`config.mk`:
```
export PLATFORM = sky130hd
export DESIGN_NAME = prog_clk_div_flat
export DESIGN_NICKNAME = d
export VERILOG_FILES = /design/src/rtl/prog_clk_div_if.sv /design/src/rtl/prog_clk_div.sv /design/src/flat_wrapper.sv
export SDC_FILE = /design/constraint.sdc
export NUM_CORES = 1
export LEC_CHECK = 0
export ABC_CLOCK_PERIOD_IN_PS = 10900
export CORE_AREA = 2 2 80 82
export CTS_CLUSTER_SIZE = 20
export DETAILED_ROUTE_END_ITERATION = 16
export DIE_AREA = 0 0 82 84
export GPL_TIMING_DRIVEN = 0
export PLACE_DENSITY = 0.69
export SLEW_MARGIN = 20
export SYNTH_ARGS = -nofsm -noshare
export SYNTH_HDL_FRONTEND = slang
export SYNTH_SLANG_ARGS = --single-unit
```
`constraint.sdc`:
```
create_clock -name clk -period 10.9 [get_ports clk]
set_input_delay 2.18 -clock clk [delete_from_list [all_inputs] [get_ports clk]]
set_output_delay 2.18 -clock clk [all_outputs]
set_load 0.01 [all_outputs]
```
`src/rtl/prog_clk_div_if.sv`:
```
// Divisor-load handshake between a configuration master and the clock divider.
interface prog_clk_div_if #(
  parameter int W = 8
);
  logic         cfg_valid;
  logic [W-1:0] cfg_div;
  logic         cfg_ready;
  logic         cfg_err;

  modport master (
    output cfg_valid,
    output cfg_div,
    input  cfg_ready,
    input  cfg_err
  );

  modport slave (
    input  cfg_valid,
    input  cfg_div,
    output cfg_ready,
    output cfg_err
  );
endinterface

```
`src/rtl/prog_clk_div.sv`:
```
// Runtime-programmable clock-enable divider. A single counter produces a
// square wave of period cur_div; divisor and enable changes only land on a
// period boundary so the output never glitches.
module prog_clk_div #(
  parameter int W       = 8,
  parameter int DEF_DIV = 2
) (
  input  logic          clk,
  input  logic          rst,
  input  logic          en,
  prog_clk_div_if.slave cfg,
  output logic          clk_out,
  output logic          tick,
  output logic [W-1:0]  cur_div
);

  typedef enum logic [1:0] {
    IDLE = 2'd0,
    RUN  = 2'd1,
    STOP = 2'd2
  } state_t;

  localparam logic [W-1:0] DEF_DIV_W = W'(DEF_DIV);
  localparam logic [W-1:0] ONE       = {{(W-1){1'b0}}, 1'b1};

  state_t       state, state_nxt;
  logic [W-1:0] cnt, cnt_nxt;
  logic [W-1:0] cur_div_nxt;
  logic [W-1:0] pend_div, pend_div_nxt;
  logic         pend_vld, pend_vld_nxt;
  logic         err_r, err_nxt;
  logic         clk_out_nxt, tick_nxt;
  logic         running, running_nxt;
  logic         boundary;
  logic         cfg_hit;
  logic         accept;

  // Length of the high phase: the longer half for odd divisors, 1 for D=1.
  function automatic logic [W-1:0] high_len(input logic [W-1:0] d);
    return d - (d >> 1);
  endfunction

  // A divisor can be taken whenever no earlier one is still waiting.
  assign cfg.cfg_ready = ~pend_vld;
  assign cfg.cfg_err   = err_r;

  // Next-state, counter, divisor bookkeeping and registered-output values.
  always_comb begin
    state_nxt    = state;
    cnt_nxt      = cnt;
    cur_div_nxt  = cur_div;
    pend_vld_nxt = pend_vld;
    pend_div_nxt = pend_div;

    running  = (state != IDLE);
    boundary = running && (cnt == cur_div - ONE);
    cfg_hit  = cfg.cfg_valid && !pend_vld;
    accept   = cfg_hit && (cfg.cfg_div != '0);
    err_nxt  = cfg_hit && (cfg.cfg_div == '0);

    case (state)
      IDLE: begin
        cnt_nxt = '0;
        // A divisor captured on the boundary that stopped us lands here.
        if (pend_vld) begin
          cur_div_nxt  = pend_div;
          pend_vld_nxt = 1'b0;
        end else if (accept) begin
          cur_div_nxt = cfg.cfg_div;
        end
        if (en) state_nxt = RUN;
      end
      RUN, STOP: begin
        cnt_nxt = boundary ? '0 : cnt + ONE;
        if (boundary && pend_vld) begin
          cur_div_nxt  = pend_div;
          pend_vld_nxt = 1'b0;
        end
        // Ready is low while pending, so this never collides with the swap.
        if (accept) begin
          pend_vld_nxt = 1'b1;
          pend_div_nxt = cfg.cfg_div;
        end
        if (en)            state_nxt = RUN;
        else if (boundary) state_nxt = IDLE;
        else               state_nxt = STOP;
      end
      default: begin
        state_nxt = IDLE;
        cnt_nxt   = '0;
      end
    endcase

    running_nxt = (state_nxt != IDLE);
    clk_out_nxt = running_nxt && (cnt_nxt < high_len(cur_div_nxt));
    tick_nxt    = running_nxt && (cnt_nxt == '0);
  end

  // Control and output registers with synchronous reset.
  always_ff @(posedge clk) begin
    if (rst) begin
      state    <= IDLE;
      cnt      <= '0;
      cur_div  <= DEF_DIV_W;
      pend_vld <= 1'b0;
      err_r    <= 1'b0;
      clk_out  <= 1'b0;
      tick     <= 1'b0;
    end else begin
      state    <= state_nxt;
      cnt      <= cnt_nxt;
      cur_div  <= cur_div_nxt;
      pend_vld <= pend_vld_nxt;
      err_r    <= err_nxt;
      clk_out  <= clk_out_nxt;
      tick     <= tick_nxt;
    end
  end

  // Pending divisor value; only meaningful while pend_vld is set.
  always_ff @(posedge clk) begin
    pend_div <= pend_div_nxt;
  end

endmodule

```
`src/flat_wrapper.sv`:
```
// flat-port wrapper written by rule: the top's interface ports become plain ports
module prog_clk_div_flat 
#(
  parameter int W       = 8,
  parameter int DEF_DIV = 2
)
  (clk, rst, en, clk_out, tick, cur_div, cfg_cfg_valid, cfg_cfg_div, cfg_cfg_ready, cfg_cfg_err);
  prog_clk_div_if #(.W(W)) cfg_i ();
  input  logic clk;
  input  logic rst;
  input  logic en;
  output logic clk_out;
  output logic tick;
  output logic [W-1:0] cur_div;
  input wire logic [$bits(cfg_i.cfg_valid)-1:0] cfg_cfg_valid;
  input wire logic [$bits(cfg_i.cfg_div)-1:0] cfg_cfg_div;
  output wire logic [$bits(cfg_i.cfg_ready)-1:0] cfg_cfg_ready;
  output wire logic [$bits(cfg_i.cfg_err)-1:0] cfg_cfg_err;
  assign cfg_i.cfg_valid = cfg_cfg_valid;
  assign cfg_i.cfg_div = cfg_cfg_div;
  assign cfg_cfg_ready = cfg_i.cfg_ready;
  assign cfg_cfg_err = cfg_i.cfg_err;
  prog_clk_div #(.W(W), .DEF_DIV(DEF_DIV)) u_core (.clk(clk), .rst(rst), .en(en), .cfg(cfg_i), .clk_out(clk_out), .tick(tick), .cur_div(cur_div));
endmodule
```
Yosys cells after proc, flatten, opt, wreduce, memory -nomap -nowiden
Cells that the tools add are included.
{ "totals": {"elab_cells": 48, "register_bits": 30, "inputBits": 12} }
{ "op_classes": {"mux": 13, "bitwise_logic": 1, "order_cmp": 1, "eq_ne": 4, "reduce_logical": 18, "addsub": 3} }
{ "ops": {"columns": ["cell", "count"], "rows": [
  ["$mux W8", 5],
  ["$logic_not A8 Y1", 2],
  ["$pmux W8 S2", 1],
  ["$add A8 B1 Y8 const B", 1],
  ["$eq A8 B8 Y1", 1],
  ["$lt A8 B8 Y1", 1],
  ["$reduce_bool A8 Y1", 1],
  ["$sub A8 B1 Y8 const B", 1],
  ["$sub A8 B7 Y8", 1],
  ["$logic_and A1 B1 Y1", 7],
  ["$mux W2", 3],
  ["$reduce_bool A2 Y1", 3],
  ["$pmux W2 S2", 1],
  ["$reduce_and A2 Y1", 2],
  ["$ne A3 B1 Y1 const B", 1],
  ["$eq A2 B1 Y1 const B", 1],
  ["$eq A2 B2 Y1 const B", 1],
  ["$logic_not A2 Y1", 1],
  ["$mux W1", 2],
  ["$pmux W1 S2", 1],
  ["$reduce_or A2 Y1", 1],
  ["$logic_not A1 Y1", 1],
  ["$not A1 Y1", 1]
]} }

Longest topological paths before layout
{ "depth": {"ltp_word": 9, "depth_mapped": 24, "ltp_nobuf": 22} }

Least setup slack after synthesis
No wires, ideal clock.
{ "synth_path": {"kind": "input port to flip-flop", "start": "input port cfg_cfg_div[5]", "end": "register u_core.clk_out", "arrival_time_ns": 6.134, "setup_ns": 0.086, "path_stages": 19, "setup_slack_ns": 4.680, "cell_sequence": "or4_4 -> o21ai_2 -> nor2_1 -> a2111oi_0 -> o21ai_0 -> o21a_1 -> ha_1 -> nor2b_1 -> o21ai_0 -> a21oi_1 -> o41ai_1 -> or3b_1 -> o2111ai_1 -> ha_1 -> nand4_1 -> a21oi_1 -> a221oi_1 -> o31ai_1 -> a211oi_1"} }
{ "synth_between": {"elab_chain_cells": 8} }
{ "synth_lines": {"columns": ["element", "line", "rtl"], "rows": [
  ["from (decl)", "flat_wrapper.sv:16", "input wire logic [$bits(cfg_i.cfg_div)-1:0] cfg_cfg_div;"],
  ["$reduce_bool A8 Y1", "prog_clk_div.sv:58", "accept = cfg_hit && (cfg.cfg_div != '0);"],
  ["$logic_and A1 B1 Y1", "prog_clk_div.sv:58", null],
  ["$mux W8 *", "prog_clk_div.sv:68", "end else if (accept) begin"],
  ["$mux W8 *", "prog_clk_div.sv:65", "if (pend_vld) begin"],
  ["$pmux W8 S2 *", "prog_clk_div.sv:61", "case (state)"],
  ["$sub A8 B7 Y8 *", "prog_clk_div.sv:40", "return d - (d >> 1);"],
  ["$lt A8 B8 Y1 *", "prog_clk_div.sv:95", "clk_out_nxt = running_nxt && (cnt_nxt < high_len(cur_div_nxt));"],
  ["$logic_and A1 B1 Y1 *", "prog_clk_div.sv:95", null],
  ["to (signal assigned)", "prog_clk_div.sv:115", "clk_out <= clk_out_nxt;"],
  ["to (decl)", "prog_clk_div.sv:12", "output logic clk_out,"]
]} }
Mark *: on every way between the ends. The rest lies on a longest branch, timed or not.
A chain may end at the register's enable or synchronous reset.

Final worst setup path
Ends and elaborated chain as after synthesis.

==> impl_metrics.ini <==
[global_routing]
overflow = 0
grt_pass1_wl_mm = 10.2
grt_pass1_vias = 2157
antenna_found_initial = 0
track_usage = 0.191
grt_max_degree = 11

[sta]
fin_setup_tns_ns = 0
max_freq_mhz = 140
tightest_slew_ns = 0.825
post-route-min-period_ns = 7.15
skew_ns = 0.00644
rsz0062_at_grt = false
finalSetupViolations = 0
fin_ws_ns = 3.75
period_share = 0.656
hold_viol_final = 0
drv_slew = 0
timing.hold.ws_ns = 0.582
slew_headroom = 0.436

[critical_path]
critical_path_class = primary input to flop
critPathLaunchType = primary input
required_ns = 11.10
max_stage_delay_ns = 0.60
crit_buf_inv = 1
cp_max_fo = 6
worst_path_dominant_cell_family = compound AO/OA/AOI/OAI gates
endpoint_kind = flop
crit_chain = clkdlybuf4s50_1 > or4_4 > o21ai_2 > nor2_1 > a2111oi_0 > o21ai_0 > o21a_1 > ha_1 > nor2b_1 > o21ai_0 > a21oi_1 > o41ai_1 > or3b_1 > o2111ai_1 > ha_1 > nand4_1 > a21oi_1 > a221oi_1 > o31ai_1 > a211oi_1
slowest_stage = or4_4
crit_arrival_ns = 7.35

[route]
first_pass_iters = 4
drt-initial-drc-count = 147
totalWireLength_mm = 6.29
vias = 2316
drc_errors = 0
routedWlPerCell_um = 15.6
postRouteAntennaNets = 0
vias_per_cell = 5.75

[placement]
globalplace.congestion = 0.921
port_buffers = 23
place_inst = 395
placed_area_mm2 = 0.00287
post-place-ws_ns = 3.54
dp_hpwl_mm = 4.89

[logic_synthesis]
synthArstFlopShare = 0
synth_top_cell_by_area = dfxtp_1
synthCells = 295
netlist_area_mm2 = 0.00254
synthTopCellsByArea = dfxtp_1, edfxtp_1, ha_1
synth-seq-cells = 30
syn_avg_cell_area_um2 = 8.61
syn-num-nets = 326
ys.flop_type = dfxtp_1
synth.top_cell.area_share = 0.173
yosys-top-cells-count = o21ai_0, nor2_1, dfxtp_1
synth-edff-count = 8
synth_cell_types = 66
synth.most_common_cell = o21ai_0
ys_seq_area_frac = 0.268
yosys_warnings = 0

[cells_and_area]
fin_util = 0.484
drive_gt1_frac = 0.0920
final_nets = 356
num_antenna_cells = 0
final_cells = 403
syn_to_final_growth_pct = 16.1
fin_area_mm2 = 0.00295

[clock_network]
cts.sinks = 30
cts_hold_buf = 0
clk-insertion-delay-late_ns = 0.28
cts_buffers = 5
htree_levels = 2
root_buffer = clkbuf_8
cts_setup_buffers = 0
clk_pin_slew_ns = 0.06
cts_resized = 0
cts_tree = built
clock_path_buffers = 2

[floorplanning]
core_area_mm2 = 0.00610
num_rows = 29
die_w_um = 82
initial_core_util = 0.417
ios = 24
die_h_um = 84
die_area_mm2 = 0.00689

[power]
fin_total_pwr_mw = 0.491
power_density_mw_per_mm2 = 167
power.ir.vdd_worst_mv = 0.0742
p_leak_nw = 1.11

[outcome]
status = finished, final reports clean

[job]
cap_violations = 0

[min_path]
min_path_type = flop to flop
## worst reg2reg max path, cell delays in order (launching register included)
cell and delay [ns]:
dfxtp_1 0.32, buf_2 0.19, inv_1 0.08, ha_1 0.21, buf_6 0.13, o21bai_1 0.15, a2111oi_0 0.42, a311oi_1 0.14
a211oi_2 0.44, mux2_2 0.40, o21ai_0 0.43, ha_1 0.32, nor2b_1 0.12, o21ai_0 0.21, a21oi_1 0.13, o41ai_1 0.48
or3b_1 0.40, o2111ai_1 0.13, ha_1 0.28, nand4_1 0.09, a21oi_1 0.05, a221oi_1 0.35, o31ai_1 0.18, a211oi_1 0.18
## where the power goes
group	switching, mW	internal, mW
Clock	0.0439	0.0439
Sequential	0.0136	0.125
Combinational	0.141	0.123
Total	0.199	0.292
## per-layer routing
layer  up-vias  track usage  part of all wire
met4         0       0.0500            0.0099
met5         -            0                 0
met3         6       0.0368             0.052
met2        59        0.298              0.47
met1      1092        0.267              0.47
li1       1159            -                 -
## state kept, by name, summed over array words and instances, names as in the netlist
register,flops
u_core.cnt,8
u_core.cur_div,8
u_core.pend_div,8
u_core.state,2
u_core.cfg.cfg_err,1
u_core.clk_out,1
u_core.pend_vld,1
u_core.tick,1
## cell usage in the layout, fill, tap and decap left out, drive strengths merged, types with 2 or more instances in the layout
cell	instances
o21ai	30
nor2	23
clkdlybuf4s50	23
dfxtp	22
ha	18
nor3	16
clkbuf	15
inv	12
xnor2	12
nand2	12
xor2	10
nand2b	9
a21oi	9
buf	9
edfxtp	8
a2111oi	8
and2	6
and3	6
nand3	6
mux2i	5
o21a	5
o22ai	5
nor2b	4
nand4	4
a21o	4
a211oi	4
or2	3
or4	2
o21bai	2
o211ai	2
o211a	2
mux2	2
nand3b	2
a31oi	2
nor4	2
o21ba	2
clkinv	2
## final cells by class
cell class	count	area, µm²
tap	77	96.3
timing repair buffer	23	230
clock buffer	6	72.6
inverter	12	45.0
clock inverter	2	8.76
sequential	30	681
buffer	18	114
multi-input combinational	235	1700
fill	602	3150
## final timing paths
check / cells after the start / slack, ns / start / end
setup / recovery: 20 / 3.75 / cfg_cfg_div[5] / u_core.clk_out
hold / removal: 2 / 0.58 / u_core.state[1] / u_core.state[1]
setup reg to reg: 23 / 4.99 / u_core.cur_div[0] / u_core.clk_out
hold reg to reg: 2 / 0.58 / u_core.state[1] / u_core.state[1]
## cell families after synthesis
kind of cell | after synthesis | synth area share
AND/OR/NAND/NOR | 98 | 0.218
AO/OA/AOI/OAI | 89 | 0.251
buffers and inverters | 30 | 0.0625
flip-flops | 30 | 0.268
XOR/XNOR | 22 | 0.0758
adder cells (fa/ha/maj) | 19 | 0.0965
multiplexers | 7 | 0.0286
Note: power is estimated with default switching activity, not from simulation.
